<file path="src/rtl/store_buffer_pkg.sv">
// Shared types and constants for the store buffer and its forwarding lanes.
package store_buffer_pkg;

    localparam int BE_W          = 4;
    localparam int DEPTH_DEFAULT = 4;

    typedef struct packed {
        logic [29:0]     waddr;
        logic [31:0]     data;
        logic [BE_W-1:0] be;
        logic [31:0]     pc;
    } sb_entry_t;

endpackage

</file>
<file path="src/rtl/sb_fwd_lane.sv">
// One byte lane of store-to-load forwarding: picks the youngest hitting entry.
module sb_fwd_lane #(
    parameter int DEPTH = 4
) (
    input  logic [DEPTH-1:0]      hit,      // index 0 = oldest, DEPTH-1 = youngest
    input  logic [DEPTH-1:0][7:0] data,
    input  logic [7:0]            mem_byte,
    output logic [7:0]            fwd_byte
);

    // Later (younger) hits overwrite earlier ones.
    always_comb begin
        fwd_byte = mem_byte;
        for (int j = 0; j < DEPTH; j++) begin
            if (hit[j]) fwd_byte = data[j];
        end
    end

endmodule

</file>
<file path="src/rtl/store_buffer.sv">
// In-order store buffer in front of a single-ported data memory, with
// byte-granular store-to-load forwarding from resident entries.
module store_buffer
    import store_buffer_pkg::*;
#(
    parameter int DEPTH = DEPTH_DEFAULT
) (
    input  logic            clk,
    input  logic            reset,
    input  logic            st_valid,
    input  logic [31:0]     st_addr,
    input  logic [31:0]     st_data,
    input  logic [BE_W-1:0] st_be,
    input  logic [31:0]     st_pc,
    output logic            st_ready,
    input  logic            ld_valid,
    input  logic [31:0]     ld_addr,
    input  logic [31:0]     dm_rdata,
    output logic [31:0]     ld_data,
    output logic            dm_we,
    output logic [31:0]     dm_addr,
    output logic [31:0]     dm_data,
    output logic [BE_W-1:0] dm_be,
    output logic [31:0]     dm_pc,
    output logic            full,
    output logic            empty
);

    localparam int              PW      = $clog2(DEPTH);
    localparam logic [PW:0]     DEPTH_C = (PW+1)'(DEPTH);

    sb_entry_t         ent [DEPTH];
    logic [DEPTH-1:0]  valid;
    logic [PW-1:0]     head, tail;
    logic [PW:0]       count;
    logic              push, drain;
    sb_entry_t         hd;
    logic              unused_addr_lsb;

    assign unused_addr_lsb = ^{st_addr[1:0], ld_addr[1:0]};

    assign st_ready = (count < DEPTH_C);
    assign full     = (count == DEPTH_C);
    assign empty    = (count == '0);
    assign push     = st_valid && st_ready;
    // Loads own the memory port; drains only steal idle cycles.
    assign drain    = (count != '0) && !ld_valid;

    always_ff @(posedge clk or negedge reset) begin
        if (!reset) begin
            head  <= '0;
            tail  <= '0;
            count <= '0;
            valid <= '0;
        end else begin
            if (drain) begin
                head        <= head + 1'b1;
                valid[head] <= 1'b0;
            end
            if (push) begin
                tail        <= tail + 1'b1;
                valid[tail] <= 1'b1;
            end
            if (push && !drain)      count <= count + 1'b1;
            else if (drain && !push) count <= count - 1'b1;
        end
    end

    // Payload needs no reset; the valid bits qualify it.
    always_ff @(posedge clk) begin
        if (push) ent[tail] <= '{waddr: st_addr[31:2], data: st_data, be: st_be, pc: st_pc};
    end

    assign hd      = ent[head];
    assign dm_we   = drain;
    assign dm_addr = drain ? {hd.waddr, 2'b00} : '0;
    assign dm_data = drain ? hd.data : '0;
    assign dm_be   = drain ? hd.be   : '0;
    assign dm_pc   = drain ? hd.pc   : '0;

    // Rotate entries into age order (oldest first) so each lane can take the last hit.
    logic [BE_W-1:0][DEPTH-1:0]      lane_hit;
    logic [BE_W-1:0][DEPTH-1:0][7:0] lane_data;

    always_comb begin
        logic [PW-1:0] idx;
        idx       = head;
        lane_hit  = '0;
        lane_data = '0;
        for (int j = 0; j < DEPTH; j++) begin
            idx = head + PW'(j);
            for (int k = 0; k < BE_W; k++) begin
                lane_hit[k][j]  = ld_valid && valid[idx] &&
                                  (ent[idx].waddr == ld_addr[31:2]) && ent[idx].be[k];
                lane_data[k][j] = ent[idx].data[8*k +: 8];
            end
        end
    end

    for (genvar k = 0; k < BE_W; k++) begin : g_lane
        sb_fwd_lane #(.DEPTH(DEPTH)) u_lane (
            .hit      (lane_hit[k]),
            .data     (lane_data[k]),
            .mem_byte (dm_rdata[8*k +: 8]),
            .fwd_byte (ld_data[8*k +: 8])
        );
    end

endmodule

</file>
<file path="config.mk">
export PLATFORM = sky130hd
export DESIGN_NAME = store_buffer
export DESIGN_NICKNAME = d
export VERILOG_FILES = /design/src/rtl/store_buffer_pkg.sv /design/src/rtl/sb_fwd_lane.sv /design/src/rtl/store_buffer.sv
export SDC_FILE = /design/constraint.sdc
export NUM_CORES = 1
export LEC_CHECK = 0
export BUFFER_PORTS_ARGS = -buffer_cell sky130_fd_sc_hd__buf_2
export CAP_MARGIN = 20
export CORE_ASPECT_RATIO = 1.4
export CORE_MARGIN = 3
export CORE_UTILIZATION = 50
export DETAILED_ROUTE_END_ITERATION = 16
export PLACE_DENSITY = 0.71
export SLEW_MARGIN = 15
export SYNTH_ARGS = -nofsm -noshare
export SYNTH_HDL_FRONTEND = slang
export SYNTH_SLANG_ARGS = --single-unit
export TNS_END_PERCENT = 30
</file>
<file path="constraint.sdc">
create_clock -name clk -period 5.8 [get_ports clk]
set_input_delay 0.58 -clock clk [delete_from_list [all_inputs] [get_ports clk]]
set_output_delay 0.58 -clock clk [all_outputs]
set_load 0.05 [all_outputs]
</file>
Yosys cells after proc, flatten, opt, wreduce, memory -nomap -nowiden
Memories as Yosys holds them, arrays and structs flattened. Index checks and enable logic that the tools add are counted.

Bits in registers: 11. Output and inout port bits: 136. Memories: 1. Word-level logic and storage cells: 101. RAM bits: 392. Bits of input ports: 168.

Memory list: ent (depth 4, width 98, rd ports 4, clocked after Yosys merged registers in 0, write ports 1, line store_buffer.sv:32) `sb_entry_t ent [DEPTH];`.

Reductions and logical operators: 36. Muxes and demuxes: 38. Equal/unequal tests: 5. Bitwise logic cells: 3. $add $sub $neg: 6. Magnitude comparators: 8.

Operators with widths (number): 8-bit 2-to-1 mux (16); 30-bit == test (4); 32-bit 2-to-1 mux (3); 1-bit logical AND (30); 2-bit by 3-bit less-than comparator with 1-bit output, second input constant (5); 4-bit 2-to-1 mux (3); 1-bit binary-select mux with 2-bit select (4); 1-bit 2-to-1 mux (8); 3-bit 2-to-1 mux (2); 2-bit by 1-bit adder with 2-bit output, second input constant (2); 2-bit adder, second input constant (2); 4-bit AND (1); 1-bit demux with 2-bit select (2); 2-bit by 1-bit greater-or-equal comparator with 1-bit output, second input constant (2); 4-bit inverter (1); 4-bit OR (1); 3-bit by 1-bit adder with 3-bit output, second input constant (1); 3-bit == test, second input constant (1); 1-bit zero test (3); 3-bit zero test (1); 3-bit less-than comparator, second input constant (1); 3-bit nonzero test (1); 3-bit by 1-bit subtractor with 3-bit output, second input constant (1); 2-bit nonzero test (1).

Logic depth before layout (Yosys ltp)
Gate-level depths: netlist of run 1.

Depth after elaboration: 9. Mapped depth: 24. Gate-level depth less buffers: 11.

Cells and area by module
Synthesis of run 1 repeated with hierarchy kept, for this count alone.

Cells, all modules: 1531. Area, all modules: 24242.0 µm².

Modules (own cells, without submodules): store_buffer (times used 1, sequential area each 12046.6 µm², cells each 1343, area an instance 22610.4 µm²); sb_fwd_lane (times used 4, sequential area each 0.0 µm², cells each 47, area an instance 407.9 µm²).

Worst setup path before layout of run 1
No wires, ideal clock.

Path type: flip-flop to output port. Start point: register head[0]. End point: output ld_data[15]. Path buffers: 10. Cell stages (with the launch flop): 22. Slack: -0.006 ns. Data required time: 5.220 ns. Arrival time: 5.226 ns. Cells stage by stage: dfrtp_1 buf_6 buf_6 buf_6 inv_1 clkbuf_1 buf_2 buf_1 clkbuf_1 ha_1 buf_4 buf_2 buf_2 mux4_2 xor2_1 nand4b_1 nor4_1 nand4_1 o41ai_1 a21oi_2 a211oi_1 a221o_1.

Word-level cells in the longest chain between the ends: 9. Elaborated cells on any way between the ends: 32. Those cells by class: add/sub (3); eq/ne (4); mux (12); reduce/logical (12); memory (1).

Ends and longest elaborated chain: start, declared (line store_buffer.sv:34) `logic [PW-1:0] head, tail;`; start signal, assigned (line store_buffer.sv:57) `head <= head + 1'b1;`; branches (longest 8 deep; another with memory 4 x 98 bit); 8-bit 2-to-1 mux * (line sb_fwd_lane.sv:15) `if (hit[j]) fwd_byte = data[j];`; end, declared (line store_buffer.sv:19) `output logic [31:0] ld_data,`.

Mark *: on every way between the ends. The select of a mux whose other input is x is not followed.

Final worst setup path of run 1
Start point: register head[1]. End point: output ld_data[11].

The elaborated chain is that of the path after synthesis.

==> metrics.csv, run 1 <==
stage;metric;value;unit
outcome;status;finished clean;
clock_tree;Num CTS Buffers;41;
worst_setup_path;FF-to-FF path depth;6;
cells_and_area;Storage cell area;12100;µm²
die;CORE AREA;48400;µm²
cells_and_area;Nets;2117;
die;Die Ht;268;µm
synthesis;ranking of synthesized cells by area;edfxtp_1 (48%), mux4_2 (22%), mux2i_1 (5.1%);
synthesis;post-synthesis cell type count;67;
placed_design;I/O Buffers;297;
drt;drt drc;0;
global_route;vias in the first global route;17500;
die;row count;95;
worst_setup_path;critical-path cell list;buf_16, buf_12, mux2_2, o21ai_0, xor2_1, nand4_1, buf_4, or4b_4, a21oi_2, a211oi_1, a221o_1, buf_2;
drt;final antenna-violating net count;0;
drt;first drt pass iteration count;5;
sta;Final setup viols;0;
worst_setup_path;Crit path depth;12;
sta;Rel. slew slack;30.1;%
clock_tree;Root Buffer;clkbuf_16;
worst_setup_path;Worst EP required;5.22;ns
clock_tree;latest clock arrival within the worst-skew pair;0.58;ns
cells_and_area;Multi-input gate area;11700;µm²
sta;Total Neg Setup Slack;0;ns
worst_setup_path;Top Family by Delay on Critical Path;buffers and inverters;
sta;RSZ-0062 raised after global routing;no;
synthesis;post-synthesis async set-or-reset flop share;2.73;%
synthesis;Synth Cell Area;24600;µm²
worst_setup_path;critical path class;reg -> out;
sta;worst setup margin;0.129;ns
placed_design;dpl ws;0.543;ns
sta;Peak Freq;176;MHz
sta;max-slew violations;0;
synthesis;most common cell in the netlist;edfxtp_1;
global_route;largest net degree at the start of global routing;64;
clock_tree;TritonCTS clock tree;done;
drt;WL final;74.2;mm
sta;final hold vios;0;
synthesis;post-synthesis sequential area ratio;49.0;%
synthesis;Yosys reg bits;403;
cells_and_area;fillcell total;3834;
worst_setup_path;CP arrival;5.09;ns
synthesis;EDFF count, synth;392;
clock_tree;clock tree buffer depth;3;
pwr;worst vdd ir;349;µV
pwr;Power Dens Cells;541;nW/µm²
worst_setup_path;CP endpoint kind;primary output;
synthesis;Synth top area share;47.9;%
global_route;initial antenna violation count;22;
cells_and_area;layout cells sized above 1;37.5;%
drt;Via density;6.60;
clock_tree;Sink Count;403;
placed_design;gpl congestion;0.967;
worst_setup_path;worst-path maximum fanout;63;
drt;via count;17300;
die;die area;51900;µm²
synthesis;syn_area_per_cell;14.7;µm²
placed_design;Post-DP HPWL;52.4;mm
sta;Worst Clk Skew;0.0262;ns
worst_setup_path;Critical Path Max Stage Delay;0.66;ns
cells_and_area;Layout area overhead;14.6;%
synthesis;cell type with the largest total area after synthesis;edfxtp_1;
die;Die Wd;193;µm
job;MaxCap Viol Count;0;
die;initial cell density of the core;50.8;%
min_path;hold path cells;1;
worst_setup_path;Worst setup SP type;flip-flop;
sta;Final period util;97.8;%
synthesis;Mapped Cells;1669;
min_path;worst min path class;in -> reg;
synthesis;top cells by count, synth;edfxtp_1 (392), mux4_2 (240), mux2i_1 (125);
global_route;global-route wire length before repair;111;mm
drt;post-DR wirelength/cell;28.4;µm
sta;min Tclk post-route;5.67;ns
clock_tree;H-tree Lvls;2;
clock_tree;clk slew on worst S/H paths;0.06;ns
pwr;LEAKAGE;0.0100;µW
synthesis;Ys Warns;0;
worst_setup_path;WP buf/inv;4;
die;num ports;304;
global_route;GRT overflow;0;
synthesis;Post-synth top flop;edfxtp_1;
global_route;Global Route Usage Sum;27.9;%
worst_setup_path;slowest cell on the critical path;or4b_4;
drt;First DRT Iteration DRCs;1404;
sta;worst slew pin tran;1.05;ns
## registers in the layout (all words and copies together), names as in the netlist
register	cells
count	3
ent	392
head	2
tail	2
valid	4
## what timing repair did
| action | 4_1_cts | 5_1_grt |
|---|---|---|
| hold endpoints to repair | 11 | 0 |
| endpoints found under the setup margin | 31 | 32 |
| resized for setup | 2 | 7 |
| setup buffers | 0 | 5 |
| hold buffers | 1 | 0 |
| pin swaps | 0 | 1 |
## cell families (layout without fill, tap and decap cells)
kind of cell / count (synthesis) / count (layout) / share of synthesized area (%)
AO/OA/AOI/OAI: 259 / 259 / 8.09
XOR/XNOR: 95 / 95 / 3.38
adder cells (fa/ha/maj): 10 / 10 / 0.539
buffers and inverters: 192 / 491 / 3.79
flip-flops: 403 / 403 / 49.0
multiplexers: 387 / 387 / 28.1
other: 1 / 18 / 0.0152
AND/OR/NAND/NOR: 322 / 322 / 7.15
## final timing paths
kind                            from     endpoint  slack (ns)
max                          head[1]  ld_data[11]        0.13
min                        st_pc[14]   ent[0][14]        0.21
max reg2reg                  head[0]     valid[3]        2.64
min reg2reg                 count[0]     count[0]        0.56
max in group asynchronous      reset      head[0]        5.06
min in group asynchronous      reset     count[2]        0.47
## layer usage
metal	track usage [%]	wire length (µm)	part of all wire, %
met2	48.6	38400	52
met4	14.1	4010	5.4
met3	4.85	5570	7.5
met1	33.9	26200	35
met5	0	86	0.12
## cell usage in the layout, fill, tap and decap left out, types with 13 or more instances in the layout
master       n
nand2_1     82
o21ai_0     22
nand3_1     17
o22ai_1     13
diode_2     16
edfxtp_1   392
o41ai_1     32
mux4_2     240
buf_4       64
and3_1      16
xor2_1      25
mux2i_1    124
xnor2_1     70
nor2_1      23
nor3_1      33
a21oi_1     35
a221o_1     29
nand4_1     19
and2_1      86
inv_1       47
clkbuf_16   41
a21oi_2     16
mux2_2      22
buf_2      297
a211oi_1    36
## power breakdown
group / switching, µW / internal [µW] / leakage (µW)
clock network: 1150 / 1390 / 0.000607
logic: 5070 / 3700 / 0.00571
registers: 274 / 3670 / 0.00369
## worst reg2reg max path: stages, from the launching register on
cell	delay, ns
dfrtp_4	0.53
buf_12	0.30
buf_4	0.75
buf_4	0.90
ha_1	0.32
nand2_1	0.05
a21o_1	0.21
## area by class of cell
class | count | share of cell area, %
clock inverters | 22 | 0.799
multi-input cells | 1075 | 41.5
diodes | 16 | 0.142
repair buffers | 370 | 7.58
clock buffers | 51 | 3.81
well taps | 630 | 2.80
inverters | 48 | 0.639
flip-flops and latches | 403 | 42.8
## stage by stage
step	total power, µW	area, µm²	util (%)	hold WS, ns	cells
after floorplan	10700	24600	-	0.284	1670
after global placement	12500	26800	55.3	0.481	2520
after detailed placement	12700	26800	55.3	0.488	2520
after CTS	15200	28100	58.0	0.186	2594
after global routing	16000	28200	58.3	0.198	2613
final	15200	28200	58.3	0.211	2615
(Power assumes the default switching activity.)
==> inputs of run 2 (changes only) <==
--- a/config.mk
+++ b/config.mk
@@ -5,6 +5,7 @@
 export SDC_FILE = /design/constraint.sdc
 export NUM_CORES = 1
 export LEC_CHECK = 0
+export ABC_AREA = 1
 export BUFFER_PORTS_ARGS = -buffer_cell sky130_fd_sc_hd__buf_2
 export CAP_MARGIN = 20
 export CORE_ASPECT_RATIO = 1.4
==> metrics.csv, run 2 <==
stage;metric;value;unit;change
outcome;status;finished clean;;
sta;Total Neg Setup Slack;0;ns;unchanged
pwr;Sw Ratio;52.2;%;+9.6 points
drt;WL met3;5.90;mm;+6.0%
clock_tree;Num CTS Buffers;42;;+2.4%
worst_setup_path;CP arrival;4.98;ns;-0.11 ns
placed_design;placed cells;3976;;+58%
cells_and_area;Layout area overhead;13.9;%;
worst_setup_path;CP endpoint kind;primary output;;
die;CORE AREA;47400;µm²;-2.0%
synthesis;Post-synth top flop;edfxtp_1;;
global_route;largest net degree at the start of global routing;288;;+350%
cells_and_area;Largest register FFs;392;;unchanged
sta;Final period util;95.9;%;-1.9 points
drt;Top Metal Used;met5;;
worst_setup_path;worst-path maximum fanout;43;;-32%
clock_tree;H-tree Lvls;2;;unchanged
drt;WL final;76.4;mm;+2.9%
sta;final hold vios;0;;unchanged
pwr;LEAKAGE;0.0124;µW;+24%
synthesis;Yosys reg bits;403;;unchanged
placed_design;Post-DP HPWL;50.7;mm;-3.3%
global_route;initial antenna violation count;22;;unchanged
drt;first drt pass iteration count;7;;+2
placed_design;Post-Place Cell Area;26000;µm²;-2.8%
synthesis;Mapped Cells;3190;;+91%
cells_and_area;Final Non-Filler Cells;4078;;+56%
drt;final antenna-violating net count;0;;unchanged
worst_setup_path;Worst EP required;5.22;ns;about the same
pwr;worst vdd ir;591;µV;+70%
synthesis;cell type with the largest total area after synthesis;edfxtp_1;;
sta;Peak Freq;180;MHz;+2.0%
global_route;vias in the first global route;21800;;+24%
worst_setup_path;FF-to-FF path depth;8;;+2
min_path;worst min path class;in -> reg;;
synthesis;EDFF count, synth;392;;unchanged
synthesis;most common cell in the netlist;nand2_1;;
synthesis;post-synthesis async set-or-reset flop share;2.73;%;unchanged
synthesis;ranking of synthesized cells by area;edfxtp_1 (49%), nand2_1 (17%), nand3_1 (10%);;
sta;Rel. slew slack;26.0;%;-4.2 points
cells_and_area;most common cell after layout, fill and taps aside;nand2_1;;
cells_and_area;Reg with most FFs;ent;;
pwr;Flop pwr share;24.4;%;-1.5 points
pwr;Internal Power;7480;µW;-15%
min_path;hold path cells;1;;unchanged
synthesis;post-synthesis sequential area ratio;49.9;%;+0.90 points
drt;via count;22800;;+32%
clock_tree;Root Buffer;clkbuf_16;;
placed_design;gpl congestion;0.955;;-1.3%
die;row count;94;;-1.1%
placed_design;I/O Buffers;297;;unchanged
job;MaxCap Viol Count;0;;unchanged
synthesis;post-synthesis cell type count;34;;-49%
drt;First DRT Iteration DRCs;1895;;+35%
die;Die Wd;192;µm;-0.88%
sta;max-slew violations;0;;unchanged
pwr;Sw Pwr;8150;µW;+26%
min_path;Hold Startpoint;st_data[20];;
cells_and_area;Nets;3580;;+69%
pwr;Clock power frac;17.6;%;+1.0 points
sta;Worst Clk Skew;0.0191;ns;-0.00714 ns
worst_setup_path;reg2reg start;count[0];;
die;initial cell density of the core;51.0;%;+0.11 points
cells_and_area;design area;27500;µm²;-2.4%
sta;min Tclk post-route;5.56;ns;-0.109 ns
die;die area;51000;µm²;-1.8%
synthesis;Ys Warns;0;;unchanged
die;Die Ht;266;µm;-0.89%
worst_setup_path;critical path class;reg -> out;;
sta;worst slew pin tran;1.11;ns;+0.0623 ns
cells_and_area;layout cells sized above 1;12.9;%;-25 points
worst_setup_path;Worst R2R End;count[1];;
global_route;global-route wire length before repair;115;mm;+3.9%
die;num ports;304;;unchanged
worst_setup_path;Worst setup SP type;flip-flop;;
global_route;Global Route Usage Sum;29.0;%;+1.1 points
drt;Via density;5.59;;-15%
synthesis;Synth Cell Area;24200;µm²;-1.8%
drt;met1 wire length;27.0;mm;+3.0%
global_route;GRT overflow;0;;unchanged
synthesis;top cells by count, synth;nand2_1 (1072), nand3_1 (502), edfxtp_1 (392);;
clock_tree;clk slew on worst S/H paths;0.06;ns;about the same
pwr;combinational share of power;58.1;%;+0.6 points
cells_and_area;Top Registers;ent x392, valid x4, count x3;;
sta;Final setup viols;0;;unchanged
drt;post-DR wirelength/cell;18.7;µm;-34%
worst_setup_path;R2R Setup Slk;1.89;ns;-0.75 ns
min_path;Hold Path Sink;ent[3][56];;
pwr;Power Dens Cells;568;nW/µm²;+5.0%
drt;drt drc;0;;unchanged
synthesis;syn_area_per_cell;7.57;µm²;-49%
clock_tree;clock tree buffer depth;3;;unchanged
synthesis;Synth top area share;48.7;%;+0.88 points
cells_and_area;most frequent cells in the layout;nand2_1 (1072), nand3_1 (502), edfxtp_1 (392);;
clock_tree;latest clock arrival within the worst-skew pair;0.56;ns;-0.02 ns
clock_tree;Sink Count;403;;unchanged
clock_tree;TritonCTS clock tree;done;;
drt;detailed route wirelength on metal2;38.2;mm;-0.38%
## run 2: cells by family after synthesis
group | count (synthesis) | synth area share [%]
and+or+nand+nor | 1866 | 32.1
buffers and inverters | 467 | 7.92
AOI/OAI and AO/OA | 425 | 8.90
DFF | 403 | 49.9
xor gates and xnor gates | 17 | 0.616
adders and majority gates | 10 | 0.549
other | 1 | 0.0155
muxes | 1 | 0.0466
## run 2: how the worst max path moves through the flow
stage	startpoint	slack, ns	cells after the start	to
3_5_place_dp	head[0]	0.82	16	ld_data[7]
2_1_floorplan	count[2]	0.08	3	ent[0][0]
6_report	head[0]	0.24	16	ld_data[22]
3_3_place_gp	head[0]	0.87	19	ld_data[23]
5_1_grt	head[0]	-0.01	16	ld_data[17]
4_1_cts	head[0]	0.22	16	ld_data[7]
## run 2: worst max-delay path, cell delays in order (launching register included)
cell     delay (ns)
dfrtp_4        0.50
inv_6          0.27
ha_4           0.41
inv_4          0.45
buf_4          0.37
nand3_1        0.11
nand2_1        0.08
xor2_1         0.07
nor3_1         0.53
nand3_1        0.17
nor2_2         0.39
nand3_1        0.41
nand2_1        0.19
inv_1          0.05
nand2_1        0.07
nand2_1        0.09
buf_2          0.23
## run 2: layout make-up
type	count	area, µm²
clock buffers	48	1070
diodes	19	47.5
repair buffers	331	1820
well taps	624	781
inverters	302	1140
flip-flops and latches	403	12100
fillers	4260	19900
clock inverters	29	348
multi-input cells	2322	10300
## run 2: per-stage QoR
stage / setup WS, ns / utilization, % / total power, µW / hold slack (ns)
finish: 0.238 / 58.1 / 15600 / 0.225
global placement: 0.870 / 54.8 / 12600 / 0.463
CTS: 0.221 / 57.9 / 15600 / 0.194
floorplan: 0.0781 / - / 10500 / 0.284
global route: -0.0118 / 58.0 / 16800 / 0.210
detailed placement: 0.822 / 54.8 / 12800 / 0.472
## run 2: power by group through the flow
stage	clock, µW	sequential [µW]	combinational, µW
final	2740	3810	9080
after global routing	2910	3840	10000
after CTS	2790	3810	9000
after detailed placement	0	3870	8970
after global placement	0	3850	8780
after floorplan	0	3880	6610
## run 2: per-layer routing
metal,track usage (%),vias to the layer above
met5,0,-
met4,19.0,6
met3,4.32,269
met2,51.2,1053
met1,32.3,10400
li1,-,11000
## run 2: repair_timing
action / CTS / global route
hold buffers: 1 / 0
endpoints found under the hold margin: 11 / 0
buffers inserted: 0 / 4
resized for setup: 0 / 1
setup endpoints to repair: 0 / 13
